$ cat config.mk
export PLATFORM = sky130hd
export DESIGN_NAME = rom_loader_flat
export DESIGN_NICKNAME = d
export VERILOG_FILES = /design/src/rtl/rom_loader_if.sv /design/src/rtl/rom_loader.sv /design/src/flat_wrapper.sv
export SDC_FILE = /design/constraint.sdc
export NUM_CORES = 1
export LEC_CHECK = 0
export BUFFER_PORTS_ARGS = -buffer_cell sky130_fd_sc_hd__buf_4
export CAP_MARGIN = 20
export CORE_ASPECT_RATIO = 1.5
export CORE_UTILIZATION = 35
export CTS_CLUSTER_DIAMETER = 200
export DETAILED_ROUTE_END_ITERATION = 7
export HOLD_SLACK_MARGIN = 0.1
export PLACE_DENSITY = 0.63
export SLEW_MARGIN = 20
export SYNTH_ARGS = -nofsm -noshare
export SYNTH_HDL_FRONTEND = slang
export SYNTH_SLANG_ARGS = --single-unit
$ cat constraint.sdc
create_clock -name clk_i -period 2.5 [get_ports clk_i]
set_clock_uncertainty 0.05 [all_clocks]
set_input_delay 0.5 -clock clk_i [delete_from_list [all_inputs] [get_ports clk_i]]
set_output_delay 0.5 -clock clk_i [all_outputs]
set_load 0.02 [all_outputs]
$ cat src/rtl/rom_loader_if.sv
// Byte-stream input, ROM write port and status signals of the boot ROM loader.
// master = the loader itself, slave = the surrounding system (UART, ROM, controller).
interface rom_loader_if;
   logic [7:0]  rx_data_i;
   logic        rx_valid_i;
   logic        rx_ready_o;
   logic        wr_en_o;
   logic [31:0] wr_addr_o;
   logic [31:0] wr_data_o;
   logic        hold_o;
   logic        done_o;
   logic        err_o;
   logic [15:0] word_cnt_o;

   modport master (
      input  rx_data_i, rx_valid_i,
      output rx_ready_o, wr_en_o, wr_addr_o, wr_data_o, hold_o, done_o, err_o, word_cnt_o
   );

   modport slave (
      output rx_data_i, rx_valid_i,
      input  rx_ready_o, wr_en_o, wr_addr_o, wr_data_o, hold_o, done_o, err_o, word_cnt_o
   );
endinterface

$ cat src/rtl/rom_loader.sv
// Boot ROM programmer: framed LE byte stream -> one ROM word write per 4 bytes (>=5 cycles/word), stalls input during write.
// Optional trailing XOR checksum byte when ROM_LOADER_CHECKSUM_EN is defined.
module rom_loader #(
   parameter logic [31:0] BASE_ADDR      = 32'h0000_0000,
   parameter int          MAX_WORDS      = 4096,
   parameter logic [7:0]  SYNC_BYTE      = 8'hA5,
   parameter int          TIMEOUT_CYCLES = 1_000_000
) (
   input  logic         clk_i,
   input  logic         rst_n_i,
   rom_loader_if.master bus
);
   localparam int TW = $clog2(TIMEOUT_CYCLES + 1);

   typedef enum logic [2:0] {
      S_IDLE,
      S_LEN_LO,
      S_LEN_HI,
      S_DATA,
      S_WRITE,
`ifdef ROM_LOADER_CHECKSUM_EN
      S_CHECK,
`endif
      S_FINISH,
      S_ERR
   } state_t;

   state_t        state;
   logic [TW-1:0] tmo;
   logic [7:0]    len_lo;
   logic [15:0]   len;
   logic [1:0]    byte_idx;
   logic [23:0]   word_lo;
   logic          rdy_q;
   logic          wr_en_q;
   logic [31:0]   wr_addr_q;
   logic [31:0]   wr_data_q;
   logic          hold_q;
   logic          done_q;
   logic          err_q;
   logic [15:0]   cnt_q;
`ifdef ROM_LOADER_CHECKSUM_EN
   logic [7:0]    chk;
`endif

   logic        xfer;
   logic [15:0] len_full;
   logic        len_bad;
   logic        in_frame;
   logic        tmo_fire;
   logic        go_err;

   assign xfer     = bus.rx_valid_i && rdy_q;
   assign len_full = {bus.rx_data_i, len_lo};
   assign len_bad  = (len_full == 16'd0) || ({16'd0, len_full} > 32'(MAX_WORDS));

`ifdef ROM_LOADER_CHECKSUM_EN
   assign in_frame = (state == S_LEN_LO) || (state == S_LEN_HI) || (state == S_DATA) || (state == S_CHECK);
   assign go_err   = tmo_fire || (state == S_LEN_HI && xfer && len_bad)
                  || (state == S_CHECK && xfer && bus.rx_data_i != chk);
`else
   assign in_frame = (state == S_LEN_LO) || (state == S_LEN_HI) || (state == S_DATA);
   assign go_err   = tmo_fire || (state == S_LEN_HI && xfer && len_bad);
`endif
   assign tmo_fire = in_frame && !xfer && (tmo == TW'(TIMEOUT_CYCLES - 1));

   always_ff @(posedge clk_i or negedge rst_n_i) begin
      if (!rst_n_i) begin
         state     <= S_IDLE;
         tmo       <= '0;
         len_lo    <= '0;
         len       <= '0;
         byte_idx  <= '0;
         word_lo   <= '0;
         rdy_q     <= 1'b0;
         wr_en_q   <= 1'b0;
         wr_addr_q <= '0;
         wr_data_q <= '0;
         hold_q    <= 1'b0;
         done_q    <= 1'b0;
         err_q     <= 1'b0;
         cnt_q     <= '0;
`ifdef ROM_LOADER_CHECKSUM_EN
         chk       <= '0;
`endif
      end else begin
         // Idle-gap counter only runs in states that are waiting on the sender.
         tmo <= (in_frame && !xfer) ? tmo + TW'(1) : '0;
         if (go_err) begin
            state  <= S_ERR;
            err_q  <= 1'b1;
            hold_q <= 1'b0;
            rdy_q  <= 1'b0;
         end else begin
            case (state)
               S_IDLE: begin
                  rdy_q  <= 1'b1;
                  hold_q <= 1'b0;
                  if (xfer && bus.rx_data_i == SYNC_BYTE) begin
                     state  <= S_LEN_LO;
                     err_q  <= 1'b0;
                     cnt_q  <= '0;
                     hold_q <= 1'b1;
                  end
               end
               S_LEN_LO: if (xfer) begin
                  len_lo <= bus.rx_data_i;
`ifdef ROM_LOADER_CHECKSUM_EN
                  chk    <= bus.rx_data_i;
`endif
                  state  <= S_LEN_HI;
               end
               S_LEN_HI: if (xfer) begin
                  len      <= len_full;
`ifdef ROM_LOADER_CHECKSUM_EN
                  chk      <= chk ^ bus.rx_data_i;
`endif
                  byte_idx <= '0;
                  state    <= S_DATA;
               end
               S_DATA: if (xfer) begin
`ifdef ROM_LOADER_CHECKSUM_EN
                  chk      <= chk ^ bus.rx_data_i;
`endif
                  byte_idx <= byte_idx + 2'd1;
                  case (byte_idx)
                     2'd0: word_lo[7:0]   <= bus.rx_data_i;
                     2'd1: word_lo[15:8]  <= bus.rx_data_i;
                     2'd2: word_lo[23:16] <= bus.rx_data_i;
                     default: begin
                        rdy_q     <= 1'b0;
                        wr_en_q   <= 1'b1;
                        wr_addr_q <= BASE_ADDR + {14'd0, cnt_q, 2'b00};
                        wr_data_q <= {bus.rx_data_i, word_lo};
                        state     <= S_WRITE;
                     end
                  endcase
               end
               S_WRITE: begin
                  wr_en_q <= 1'b0;
                  cnt_q   <= cnt_q + 16'd1;
                  if (16'(cnt_q + 16'd1) == len) begin
`ifdef ROM_LOADER_CHECKSUM_EN
                     state  <= S_CHECK;
                     rdy_q  <= 1'b1;
`else
                     state  <= S_FINISH;
                     done_q <= 1'b1;
`endif
                  end else begin
                     state <= S_DATA;
                     rdy_q <= 1'b1;
                  end
               end
`ifdef ROM_LOADER_CHECKSUM_EN
               S_CHECK: if (xfer) begin
                  state  <= S_FINISH;
                  done_q <= 1'b1;
                  rdy_q  <= 1'b0;
               end
`endif
               S_FINISH: begin
                  done_q <= 1'b0;
                  hold_q <= 1'b0;
                  rdy_q  <= 1'b1;
                  state  <= S_IDLE;
               end
               S_ERR: begin
                  rdy_q <= 1'b1;
                  state <= S_IDLE;
               end
               default: begin
                  rdy_q  <= 1'b1;
                  hold_q <= 1'b0;
                  state  <= S_IDLE;
               end
            endcase
         end
      end
   end

   assign bus.rx_ready_o = rdy_q;
   assign bus.wr_en_o    = wr_en_q;
   assign bus.wr_addr_o  = wr_addr_q;
   assign bus.wr_data_o  = wr_data_q;
   assign bus.hold_o     = hold_q;
   assign bus.done_o     = done_q;
   assign bus.err_o      = err_q;
   assign bus.word_cnt_o = cnt_q;
endmodule

$ cat src/flat_wrapper.sv
// flat-port wrapper written by rule: the top's interface ports become plain ports
module rom_loader_flat 
#(
   parameter logic [31:0] BASE_ADDR      = 32'h0000_0000,
   parameter int          MAX_WORDS      = 4096,
   parameter logic [7:0]  SYNC_BYTE      = 8'hA5,
   parameter int          TIMEOUT_CYCLES = 1_000_000
)
  (clk_i, rst_n_i, bus_rx_data_i, bus_rx_valid_i, bus_rx_ready_o, bus_wr_en_o, bus_wr_addr_o, bus_wr_data_o, bus_hold_o, bus_done_o, bus_err_o, bus_word_cnt_o);
  rom_loader_if bus_i ();
  input  logic clk_i;
  input  logic rst_n_i;
  input wire logic [$bits(bus_i.rx_data_i)-1:0] bus_rx_data_i;
  input wire logic [$bits(bus_i.rx_valid_i)-1:0] bus_rx_valid_i;
  output wire logic [$bits(bus_i.rx_ready_o)-1:0] bus_rx_ready_o;
  output wire logic [$bits(bus_i.wr_en_o)-1:0] bus_wr_en_o;
  output wire logic [$bits(bus_i.wr_addr_o)-1:0] bus_wr_addr_o;
  output wire logic [$bits(bus_i.wr_data_o)-1:0] bus_wr_data_o;
  output wire logic [$bits(bus_i.hold_o)-1:0] bus_hold_o;
  output wire logic [$bits(bus_i.done_o)-1:0] bus_done_o;
  output wire logic [$bits(bus_i.err_o)-1:0] bus_err_o;
  output wire logic [$bits(bus_i.word_cnt_o)-1:0] bus_word_cnt_o;
  assign bus_i.rx_data_i = bus_rx_data_i;
  assign bus_i.rx_valid_i = bus_rx_valid_i;
  assign bus_rx_ready_o = bus_i.rx_ready_o;
  assign bus_wr_en_o = bus_i.wr_en_o;
  assign bus_wr_addr_o = bus_i.wr_addr_o;
  assign bus_wr_data_o = bus_i.wr_data_o;
  assign bus_hold_o = bus_i.hold_o;
  assign bus_done_o = bus_i.done_o;
  assign bus_err_o = bus_i.err_o;
  assign bus_word_cnt_o = bus_i.word_cnt_o;
  rom_loader #(.BASE_ADDR(BASE_ADDR), .MAX_WORDS(MAX_WORDS), .SYNC_BYTE(SYNC_BYTE), .TIMEOUT_CYCLES(TIMEOUT_CYCLES)) u_core (.clk_i(clk_i), .rst_n_i(rst_n_i), .bus(bus_i));
endmodule
==> metrics <==
status finished, final reports clean; filler-free cell count of the finished design 902; ANT cells 0; DR pass1 iterations 4; die area 19150 sq um; drt drc 0; RSZ-0062 raised after global routing false; CTS tree done; first-pass GRT wire length 23880 um; Setup CP Type flip-flop to flip-flop; most used cell along the critical path buf_4; Worst-Margin Slew 0.7058 ns; Final setup viols 0; DRT Wirelength 14050 um; leakage 3.818 nW; achievable frequency 0.4306 GHz; Syn Std Cell Area 6505 sq um; width of the chip 113.3 um; Worst path max stage delay 0.51 ns; clk root buf clkbuf_16; clk_lat worst skew 0.42 ns; IO buf count 79; CTS Buf Count 17; Critical Path AT 2.63 ns; Clock Sinks 142; hold slack 0.3453 ns; Post-synth EDFFs 0; Max H-tree Level 4; Final Util 44.92%; Core Rows 60; synthesized flop and latch total 142; Design Area, Final 8127 sq um; Placed Instances 868; IO Count 96; synth cell count leaders dfrtp_1, mux2_2, nor2_1, nand2_1, xnor2_1; vias in the first global route 4620; post-route ant nets 0; Hold Fails Final Rpt 0; core area 18090 sq um; Worst Hold Class input port to flip-flop; CTS clk-pin slew, worst paths 0.06 ns; clk buf depth 2; total power 9.270 mW; placed cell area 7513 sq um; crit path cell chain nand4_1 > buf_4 > nor4_4 > buf_4 > nand3_1 > o311ai_1 > o21ai_1 > nor3_2 > o22a_1; most common cell in the synthesized netlist dfrtp_1; P&R area growth vs syn 24.93%; yosys warns 0; post-DR vias/cell 4.925; Place WS 0.1426 ns; initial antenna violation count 0; Power Density 1141 nW/um^2; maxcap violations 0; worst relative slew slack 52.83%; Starting Density 35.95%; GP Congestion 0.8194; area share of the largest cell type after synthesis 54.63%; post-route worst setup slack 0.1776 ns; Syn Area/Cell 12.16 sq um; sequential share of the synthesized area 54.63%; Nets 659; setup_tns 0 ns; Final period util 92.90%; Tot GR Track Use 16.22%; Synth Flop Type dfrtp_1; Synth area leader dfrtp_1; WL per Instance 15.58 um; Req. time, crit path 2.81 ns; 1st-iter DRT viols 234; CP Max Fanout 7; Max rail drop VDD 0.5800 mV; Slew Viols, Final 0; share of cells above drive strength 1 37.61%; FFs w/ async S/R, synth 100.0%; largest net degree at the start of global routing 58; Final Critical Period 2.322 ns; type of origin of the critical path flip-flop; post-detail-place hpwl 10100 um; Vias 4442; die height 169.0 um; critical path's slowest cell dfrtp_1; Setup crit end kind flip-flop; total congestion overflow 0; ranking of synthesized cells by area dfrtp_1, mux2_2, xnor2_1; distinct cell type count after synthesis 57; Gate Count Post-Synth 535
[what timing repair did]
item                                   4_1_cts  5_1_grt
setup endpoints to repair                    0        2
buffers inserted                             0        2
gates resized for setup                      0        1
endpoints found under the hold margin       42        0
hold buffers                                 1        0
[flip-flops by register name (all words and copies together) (netlist names)]
register	flops
u_core.bus.wr_data_o	32
u_core.word_lo	24
u_core.tmo	20
u_core.bus.word_cnt_o	16
u_core.bus.wr_addr_o	16
u_core.len	16
u_core.len_lo	8
u_core.state	3
u_core.byte_idx	2
u_core.bus.done_o	1
u_core.bus.err_o	1
u_core.bus.hold_o	1
u_core.bus.rx_ready_o	1
u_core.bus.wr_en_o	1
[cells in the final DEF, fill, tap and decap left out, types with 4 or more instances in the layout]
cell	n
ha_1	5
and3_1	12
nand3_1	19
xnor2_1	24
o41ai_1	4
clkinv_2	8
dfrtp_1	142
nor2_1	36
o21ai_0	23
nand4_1	5
mux2_1	5
nor3_2	4
mux2_2	88
conb_1	16
clkbuf_16	17
nor2b_1	4
o31ai_1	8
inv_1	5
buf_4	107
a31oi_1	6
a21oi_1	5
nor4_1	5
xor2_1	14
and2_1	8
nand2_1	28
[layout make-up]
| class | count | area, sq um |
|---|---|---|
| multi-input cells | 364 | 2774 |
| flip-flops and latches | 142 | 3553 |
| well taps | 248 | 310.3 |
| repair buffers | 112 | 884.6 |
| fillers | 1678 | 9966 |
| inverters | 5 | 18.77 |
| clock inverters | 13 | 146.4 |
| clock buffers | 18 | 439.2 |
[cells by family after synthesis]
group                    after synthesis  share of synthesized area [%]
AND/OR/NAND/NOR                      148                          12.75
flip-flops                           142                          54.63
multiplexers                          94                          16.25
AO/OA/AOI/OAI                         62                          6.328
buffers and inverters                 44                          3.712
XOR/XNOR                              38                          5.116
adder cells (fa/ha/maj)                6                          1.154
other                                  1                        0.05765
[critical path, delay by kind of cell, from the launching register on]
kind	cells	cell delay, ns
simple gates	4	0.67
buf+inv	2	0.35
compound gates	3	0.68
flops	1	0.51
[power by group]
group / switching, mW / leakage, nW / internal, mW / total [mW]
Clock: 0.917 / 0.295 / 1.57 / 2.49
Combinational: 1.62 / 1.64 / 1.54 / 3.16
Sequential: 0.591 / 1.88 / 3.03 / 3.62
[final timing paths]
path,start,end,slack (ns),cells past startpoint
worst max-delay path,u_core.bus.word_cnt_o[12],u_core.bus.done_o,0.18,9
worst min-delay path,bus_rx_data_i[5],u_core.bus.wr_data_o[29],0.35,2
worst max register to register,u_core.bus.word_cnt_o[12],u_core.bus.done_o,0.18,9
worst min register to register,u_core.tmo[0],u_core.tmo[0],0.45,1
max in group asynchronous,rst_n_i,u_core.bus.word_cnt_o[12],1.24,3
min in group asynchronous,rst_n_i,u_core.tmo[17],0.52,2
[layer usage]
| layer | wire, um | global-route usage (%) |
|---|---|---|
| met1 | 5828 | 18.65 |
| met2 | 7317 | 28.09 |
| met3 | 549 | 3.974 |
| met4 | 358 | 7.838 |
| met5 | 0 | 0 |
Note: power is estimated with default switching activity, not from simulation.
